==> src/rtl/led_pattern_gen_if.sv <==
// LED pattern generator bus: raw key in, LED drive and current mode out.
// The generator takes the slave view; whatever presses the key and watches
// the LEDs takes the master view.
interface led_pattern_gen_if #(
   parameter int LEDS_NR = 6
);
   logic               key;
   logic [LEDS_NR-1:0] led;
   logic [1:0]         mode;

   modport master (
      output key,
      input  led,
      input  mode
   );

   modport slave (
      input  key,
      output led,
      output mode
   );
endinterface

==> src/rtl/led_pattern_gen.sv <==
// LED pattern generator.
// A button steps through four display modes (COUNT, WALK, BOUNCE, HOLD); a
// free-running prescaler sets the speed at which the pattern advances.
// Optional build macro KEY_DEBOUNCE_EN: when defined, the synchronized key must
// hold a new level for 2^DEBOUNCE_W cycles before it is accepted; when left
// undefined, the synchronized key is accepted one cycle later with no filtering.
module led_pattern_gen #(
   parameter int LEDS_NR        = 6,
   parameter int PRESCALE_W     = 22,
   parameter int DEBOUNCE_W     = 16,
   parameter bit LED_ACTIVE_LOW = 1'b1
) (
   input  logic             clk,
   input  logic             rst,
   led_pattern_gen_if.slave bus
);

   typedef enum logic [1:0] {
      MODE_COUNT  = 2'd0,
      MODE_WALK   = 2'd1,
      MODE_BOUNCE = 2'd2,
      MODE_HOLD   = 2'd3
   } modeT;

   localparam logic [LEDS_NR-1:0] PAT_ONE = LEDS_NR'(1);

   // Refuse to elaborate with a channel count or counter width that makes no sense.
   generate
      if (LEDS_NR < 1 || LEDS_NR > 32 || PRESCALE_W < 1 || DEBOUNCE_W < 1) begin : g_badParams
         $error("led_pattern_gen: LEDS_NR must be 1..32 and counter widths at least 1");
      end
   endgenerate

   logic                  r_keySync1;
   logic                  r_keySync2;
   logic                  r_keyDb;
   logic                  r_keyDbPrev;
   logic [1:0]            r_settle;
   logic                  r_armed;
   logic [PRESCALE_W-1:0] r_prescale;
   modeT                  r_mode;
   logic [LEDS_NR-1:0]    r_pat;
   logic                  r_dirLeft;

   logic                  w_press;
   logic                  w_tick;
   modeT                  w_modeNext;
   logic [LEDS_NR-1:0]    w_patNext;
   logic                  w_dirLeftNext;

   // Two-flop synchronizer: the raw button is asynchronous, so nothing else
   // may look at it before it has passed through both flops.
   always_ff @(posedge clk) begin
      if (rst) begin
         r_keySync1 <= 1'b0;
         r_keySync2 <= 1'b0;
      end else begin
         r_keySync1 <= bus.key;
         r_keySync2 <= r_keySync1;
      end
   end

`ifdef KEY_DEBOUNCE_EN
   logic [DEBOUNCE_W-1:0] r_dbCnt;

   // Debounce: count how long the synchronized key has disagreed with the
   // accepted level; only a disagreement lasting 2^DEBOUNCE_W cycles is
   // accepted, and any return to agreement restarts the count.
   always_ff @(posedge clk) begin
      if (rst) begin
         r_keyDb <= 1'b0;
         r_dbCnt <= '0;
      end else if (r_keySync2 == r_keyDb) begin
         r_dbCnt <= '0;
      end else if (&r_dbCnt) begin
         r_keyDb <= r_keySync2;
         r_dbCnt <= '0;
      end else begin
         r_dbCnt <= r_dbCnt + DEBOUNCE_W'(1);
      end
   end
`else
   // Without debouncing the accepted level simply follows the synchronizer.
   always_ff @(posedge clk) begin
      if (rst) begin
         r_keyDb <= 1'b0;
      end else begin
         r_keyDb <= r_keySync2;
      end
   end
`endif

   // Press detection bookkeeping. The previous accepted level gives the rising
   // edge. The armed flag keeps a key that was held down through reset from
   // counting as a press: it only becomes set once the synchronizer has
   // refilled after reset (two cycles) and shows the key released.
   always_ff @(posedge clk) begin
      if (rst) begin
         r_keyDbPrev <= 1'b0;
         r_settle    <= 2'b00;
         r_armed     <= 1'b0;
      end else begin
         r_keyDbPrev <= r_keyDb;
         r_settle    <= {r_settle[0], 1'b1};
         if (r_settle[1] && !r_keySync2) begin
            r_armed <= 1'b1;
         end
      end
   end

   assign w_press = r_keyDb & ~r_keyDbPrev & r_armed;

   // Free-running prescaler; it keeps counting in every mode, including HOLD,
   // and the step tick is the cycle in which it reads all-ones.
   always_ff @(posedge clk) begin
      if (rst) begin
         r_prescale <= '0;
      end else begin
         r_prescale <= r_prescale + PRESCALE_W'(1);
      end
   end

   assign w_tick = &r_prescale;

   // Mode state register.
   always_ff @(posedge clk) begin
      if (rst) begin
         r_mode <= MODE_COUNT;
      end else begin
         r_mode <= w_modeNext;
      end
   end

   // Next mode: each press steps to the following mode, HOLD wrapping to COUNT.
   always_comb begin
      w_modeNext = r_mode;
      if (w_press) begin
         w_modeNext = modeT'(r_mode + 2'd1);
      end
   end

   // Pattern and direction for the next cycle. A press takes priority over a
   // coincident tick: the entry value of the new mode is loaded and that tick
   // is dropped. Bouncing turns around in the same step that leaves an end
   // bit, so each end is lit for exactly one tick.
   always_comb begin
      w_patNext     = r_pat;
      w_dirLeftNext = r_dirLeft;
      if (w_press) begin
         case (w_modeNext)
            MODE_COUNT: begin
               w_patNext = '0;
            end
            MODE_WALK, MODE_BOUNCE: begin
               w_patNext     = PAT_ONE;
               w_dirLeftNext = 1'b1;
            end
            default: begin
               w_patNext = r_pat;
            end
         endcase
      end else if (w_tick) begin
         case (r_mode)
            MODE_COUNT: begin
               w_patNext = r_pat + PAT_ONE;
            end
            MODE_WALK: begin
               w_patNext = (r_pat << 1) | (r_pat >> (LEDS_NR - 1));
            end
            MODE_BOUNCE: begin
               if (LEDS_NR == 1) begin
                  w_patNext = PAT_ONE;
               end else if (r_dirLeft) begin
                  if (r_pat[LEDS_NR-1]) begin
                     w_patNext     = r_pat >> 1;
                     w_dirLeftNext = 1'b0;
                  end else begin
                     w_patNext = r_pat << 1;
                  end
               end else begin
                  if (r_pat[0]) begin
                     w_patNext     = r_pat << 1;
                     w_dirLeftNext = 1'b1;
                  end else begin
                     w_patNext = r_pat >> 1;
                  end
               end
            end
            default: begin
               w_patNext = r_pat;
            end
         endcase
      end
   end

   // Pattern and direction registers.
   always_ff @(posedge clk) begin
      if (rst) begin
         r_pat     <= '0;
         r_dirLeft <= 1'b1;
      end else begin
         r_pat     <= w_patNext;
         r_dirLeft <= w_dirLeftNext;
      end
   end

   assign bus.led  = r_pat ^ {LEDS_NR{LED_ACTIVE_LOW}};
   assign bus.mode = r_mode;

endmodule

==> src/flat_wrapper.sv <==
// flat-port wrapper written by rule: the top's interface ports become plain ports
module led_pattern_gen_flat 
#(
   parameter int LEDS_NR        = 6,
   parameter int PRESCALE_W     = 22,
   parameter int DEBOUNCE_W     = 16,
   parameter bit LED_ACTIVE_LOW = 1'b1
)
  (clk, rst, bus_key, bus_led, bus_mode);
  led_pattern_gen_if #(.LEDS_NR(LEDS_NR)) bus_i ();
  input  logic clk;
  input  logic rst;
  input wire logic [$bits(bus_i.key)-1:0] bus_key;
  output wire logic [$bits(bus_i.led)-1:0] bus_led;
  output wire logic [$bits(bus_i.mode)-1:0] bus_mode;
  assign bus_i.key = bus_key;
  assign bus_led = bus_i.led;
  assign bus_mode = bus_i.mode;
  led_pattern_gen #(.LEDS_NR(LEDS_NR), .PRESCALE_W(PRESCALE_W), .DEBOUNCE_W(DEBOUNCE_W), .LED_ACTIVE_LOW(LED_ACTIVE_LOW)) u_core (.clk(clk), .rst(rst), .bus(bus_i));
endmodule
==> config.mk <==
export PLATFORM = sky130hd
export DESIGN_NAME = led_pattern_gen_flat
export DESIGN_NICKNAME = d
export VERILOG_FILES = /design/src/rtl/led_pattern_gen_if.sv /design/src/rtl/led_pattern_gen.sv /design/src/flat_wrapper.sv
export SDC_FILE = /design/constraint.sdc
export NUM_CORES = 1
export LEC_CHECK = 0
export ABC_AREA = 1
export CORE_UTILIZATION = 53
export CTS_CLUSTER_DIAMETER = 200
export DETAILED_ROUTE_END_ITERATION = 10
export PLACE_DENSITY = 0.83
export SYNTH_ARGS = -nofsm -noshare
export SYNTH_HDL_FRONTEND = slang
export SYNTH_SLANG_ARGS = --single-unit
==> constraint.sdc <==
create_clock -name clk -period 2.1 [get_ports clk]
set_input_delay 0.525 -clock clk [delete_from_list [all_inputs] [get_ports clk]]
set_output_delay 0.525 -clock clk [all_outputs]
set_load 0.02 [all_outputs]
==> results of run 1 <==
[synth_stat cells]
library cell and n:
sky130_fd_sc_hd__a21oi_1 24, sky130_fd_sc_hd__nand3_2 2, sky130_fd_sc_hd__o21ai_0 12, sky130_fd_sc_hd__nor2_1 46, sky130_fd_sc_hd__o21ai_1 1, sky130_fd_sc_hd__clkinv_1 1, sky130_fd_sc_hd__or2_2 1, sky130_fd_sc_hd__a211oi_1 1
sky130_fd_sc_hd__a21boi_0 1, sky130_fd_sc_hd__inv_1 40, sky130_fd_sc_hd__nand2_4 2, sky130_fd_sc_hd__nand4_1 4, sky130_fd_sc_hd__inv_2 2, sky130_fd_sc_hd__xnor2_1 1, sky130_fd_sc_hd__clkbuf_1 3, sky130_fd_sc_hd__dfxtp_1 38
sky130_fd_sc_hd__nand2_2 4, sky130_fd_sc_hd__o21a_1 2, sky130_fd_sc_hd__clkbuf_8 1, sky130_fd_sc_hd__ha_1 7, sky130_fd_sc_hd__nor2_4 3, sky130_fd_sc_hd__nor3b_1 1, sky130_fd_sc_hd__nand2_1 74, sky130_fd_sc_hd__nor2_2 3
sky130_fd_sc_hd__o211ai_1 1, sky130_fd_sc_hd__nor3_1 5, sky130_fd_sc_hd__nand3b_1 1, sky130_fd_sc_hd__buf_2 2, sky130_fd_sc_hd__nand3_1 26, sky130_fd_sc_hd__xor2_1 4
[registers in the layout, indices dropped and copies added, names as in the netlist]
name / flops
u_core.r_prescale: 22
u_core.r_pat: 6
u_core.bus.mode: 2
u_core.r_settle: 2
u_core.r_armed: 1
u_core.r_dirLeft: 1
u_core.r_keyDb: 1
u_core.r_keyDbPrev: 1
u_core.r_keySync1: 1
u_core.r_keySync2: 1
[cell type report]
class / instances / share of cell area (%)
Sequential cell: 38 / 31.8
Multi-Input combinational cell: 226 / 47.7
Clock buffer: 5 / 2.88
Timing Repair Buffer: 14 / 5.45
Clock inverter: 3 / 2.88
Tap cell: 48 / 2.51
Inverter: 43 / 6.76
[critical path, stage by stage (launching register included)]
cell                              delay (ns)
sky130_fd_sc_hd__dfxtp_1                0.37
sky130_fd_sc_hd__inv_1                  0.14
sky130_fd_sc_hd__clkdlybuf4s50_1        0.62
[through the flow]
stage / cells / util (%) / power, mW / setup slack [ns] / area (um^2)
floorplan: 313 / - / 0.797 / 0.0263 / 2080
global placement: 369 / 60.2 / 0.812 / 0.261 / 2240
detailed placement: 369 / 60.2 / 0.814 / 0.190 / 2240
CTS: 377 / 63.9 / 1.56 / 0.0838 / 2380
global route: 377 / 64.3 / 1.60 / 0.0560 / 2390
finish: 377 / 64.3 / 1.54 / 0.148 / 2390
[logic make-up after synthesis]
logic type | synth area share, %
flip-flops | 36.5
XOR/XNOR | 2.10
buffers and inverters | 9.43
AND/OR/NAND/NOR | 37.1
AO/OA/AOI/OAI | 10.7
adder cells (fa/ha/maj) | 4.20
[path summary, 6_finish.rpt]
check,endpoint,slack [ns],depth (start not counted)
max,bus_led[5],0.15,2
min,u_core.r_settle[1]$_SDFF_PP0_,0.40,2
max reg2reg,u_core.r_pat[0]$_SDFFE_PP0P_,0.16,10
min reg2reg,u_core.r_settle[1]$_SDFF_PP0_,0.40,2
[routing by layer]
layer,wire [um],part of all wire [%],GRT usage [%]
met5,0,0,0
met1,1800,43,24.3
met2,2090,50,40.0
met3,162,3.8,4.93
met4,153,3.6,12.2
[power by group through the flow]
stage | sequential [mW] | clock (mW) | combinational [mW]
2_1_floorplan | 0.755 | 0 | 0.0422
3_3_place_gp | 0.756 | 0 | 0.0560
3_5_place_dp | 0.756 | 0 | 0.0574
4_1_cts | 0.739 | 0.759 | 0.0580
5_1_grt | 0.741 | 0.792 | 0.0659
6_report | 0.740 | 0.742 | 0.0581
==> impl_metrics.ini, run 1 <==
[floorplanning]
design.die.area_um2 = 4190
fp-row-count = 22
floorplan.die.height_um = 64.7
core-area_um2 = 3720
die_extent_in_x_um = 64.7
start_util_pct = 56.1
floorplan.io_pins = 11

[global_routing]
maximum_number_of_pins_on_one_net_before_global_route_repair = 21
overflow = 0
grt_util_all_layers_pct = 22.4
grt_first_pass_wirelength_um = 7220
antenna_found_initial = 0
first_global_vias = 1800

[finish]
areaGrowthSynthToFinish_pct = 14.7
multiInputGateArea_um2 = 1140
post_route_cells_drive_above_1_share_pct = 9.12
num-fill-cells = 345
layout_common_cells = 74 x sky130_fd_sc_hd__nand2_1, 46 x sky130_fd_sc_hd__nor2_1, 40 x sky130_fd_sc_hd__inv_1, 38 x sky130_fd_sc_hd__dfxtp_1, 26 x sky130_fd_sc_hd__nand3_1
layout_commonest_cell = sky130_fd_sc_hd__nand2_1
sequential_cell_area_um2 = 761
n_antenna_cell = 0
finish.net_count = 338

[timing]
worst_hold_slack_ns = 0.403
post-route-min-period_ns = 1.95
rsz0062_at_grt = false
fin_skew_ns = 0.00609
max_slew.worst_pin.slew_ns = 0.510
final-hold-violation-count = 0
slew-limit-headroom_pct = 66.0
tns_ns = 0
count_of_pins_over_their_slew_limit = 0
fmax_mhz = 512
finalSetupViolCount = 0
min_period_over_period_pct = 92.9

[detailed_routing]
num_vias = 1967
drt_drc_violations_left = 0
detailedRoute.firstIterationViolations = 120
detail_route.wirelength_um = 4210
drt_first_pass_iters = 4
detail-route-antenna-nets = 0
post_drt_wl_per_cell_um = 11.2
vias_per_cell = 5.22

[synth]
post_synth_top_area_cell = sky130_fd_sc_hd__dfxtp_1
ys_top_cells_by_area = sky130_fd_sc_hd__dfxtp_1 37%, sky130_fd_sc_hd__nand2_1 13%, sky130_fd_sc_hd__nor2_1 8.3%
synthesis.nets = 323
postSynthRegisterBits = 38
yosysSeqAreaShare_pct = 36.5
postSynthAreaPerCell_um2 = 6.66
synth.lib_cells_used.distinct = 30
synth.cell_area_um2 = 2080
syn-instance-count = 313
yosys_warnings = 0
yosysTopAreaCellShare_pct = 36.5

[place]
place_congestion = 0.864
port_buffers = 10
dp.final_hpwl_um = 2980

[clock_network]
clkLatencyLatePin_ns = 0.30
cts-buffers-inserted = 5
cts_tree = yes
h_tree_level_count = 2
postCtsSetupRepairBufs = 0
cts_hold_repair.buffers = 0
clock_path_buffers = 2
root_buffer_master = sky130_fd_sc_hd__clkbuf_8
clk_pin_slew_ns = 0.08
cts_num_sinks = 38
cts_resized = 0

[pwr]
share_clk_of_total_power_pct = 48.2
seq_power_share_pct = 48.0
power.net_switching_mw = 0.309
power_density_nw_per_um2 = 645
power.combinational.fraction_pct = 3.8
power_switching_share_pct = 20.1
p_int_mw = 1.23
leakage_nw = 0.988
worst_ir_drop_on_vdd_mv = 0.530

[job]
maxCapViolations = 0

[critical_path]
critical_path_class = reg2out
worstPathMaxFanout = 7
critical_path.reg2reg.startpoint = u_core.bus.mode[0]$_SDFF_PP0_
cp_data_required_time_ns = 1.57
worstSetupStartpoint = u_core.r_pat[5]$_SDFFE_PP0P_
cp.arrival_ns = 1.43
critical_path.startpoint_type = flop
end_kind = output pin

[hold_path]
tightest_hold_check_type = reg2reg
holdCritStartpoint = u_core.r_settle[0]$_DFF_P_

[run_status]
outcome = complete, no violations
(Power assumes the default switching activity.)
==> run 2: changes to the inputs <==
--- a/config.mk
+++ b/config.mk
@@ -6,6 +6,7 @@
 export NUM_CORES = 1
 export LEC_CHECK = 0
 export ABC_AREA = 1
+export ABC_CLOCK_PERIOD_IN_PS = 2100
 export CORE_UTILIZATION = 53
 export CTS_CLUSTER_DIAMETER = 200
 export DETAILED_ROUTE_END_ITERATION = 10
==> results of run 2 <==
Same layout as run 1: the final DEF is identical, and so are final timing and power.
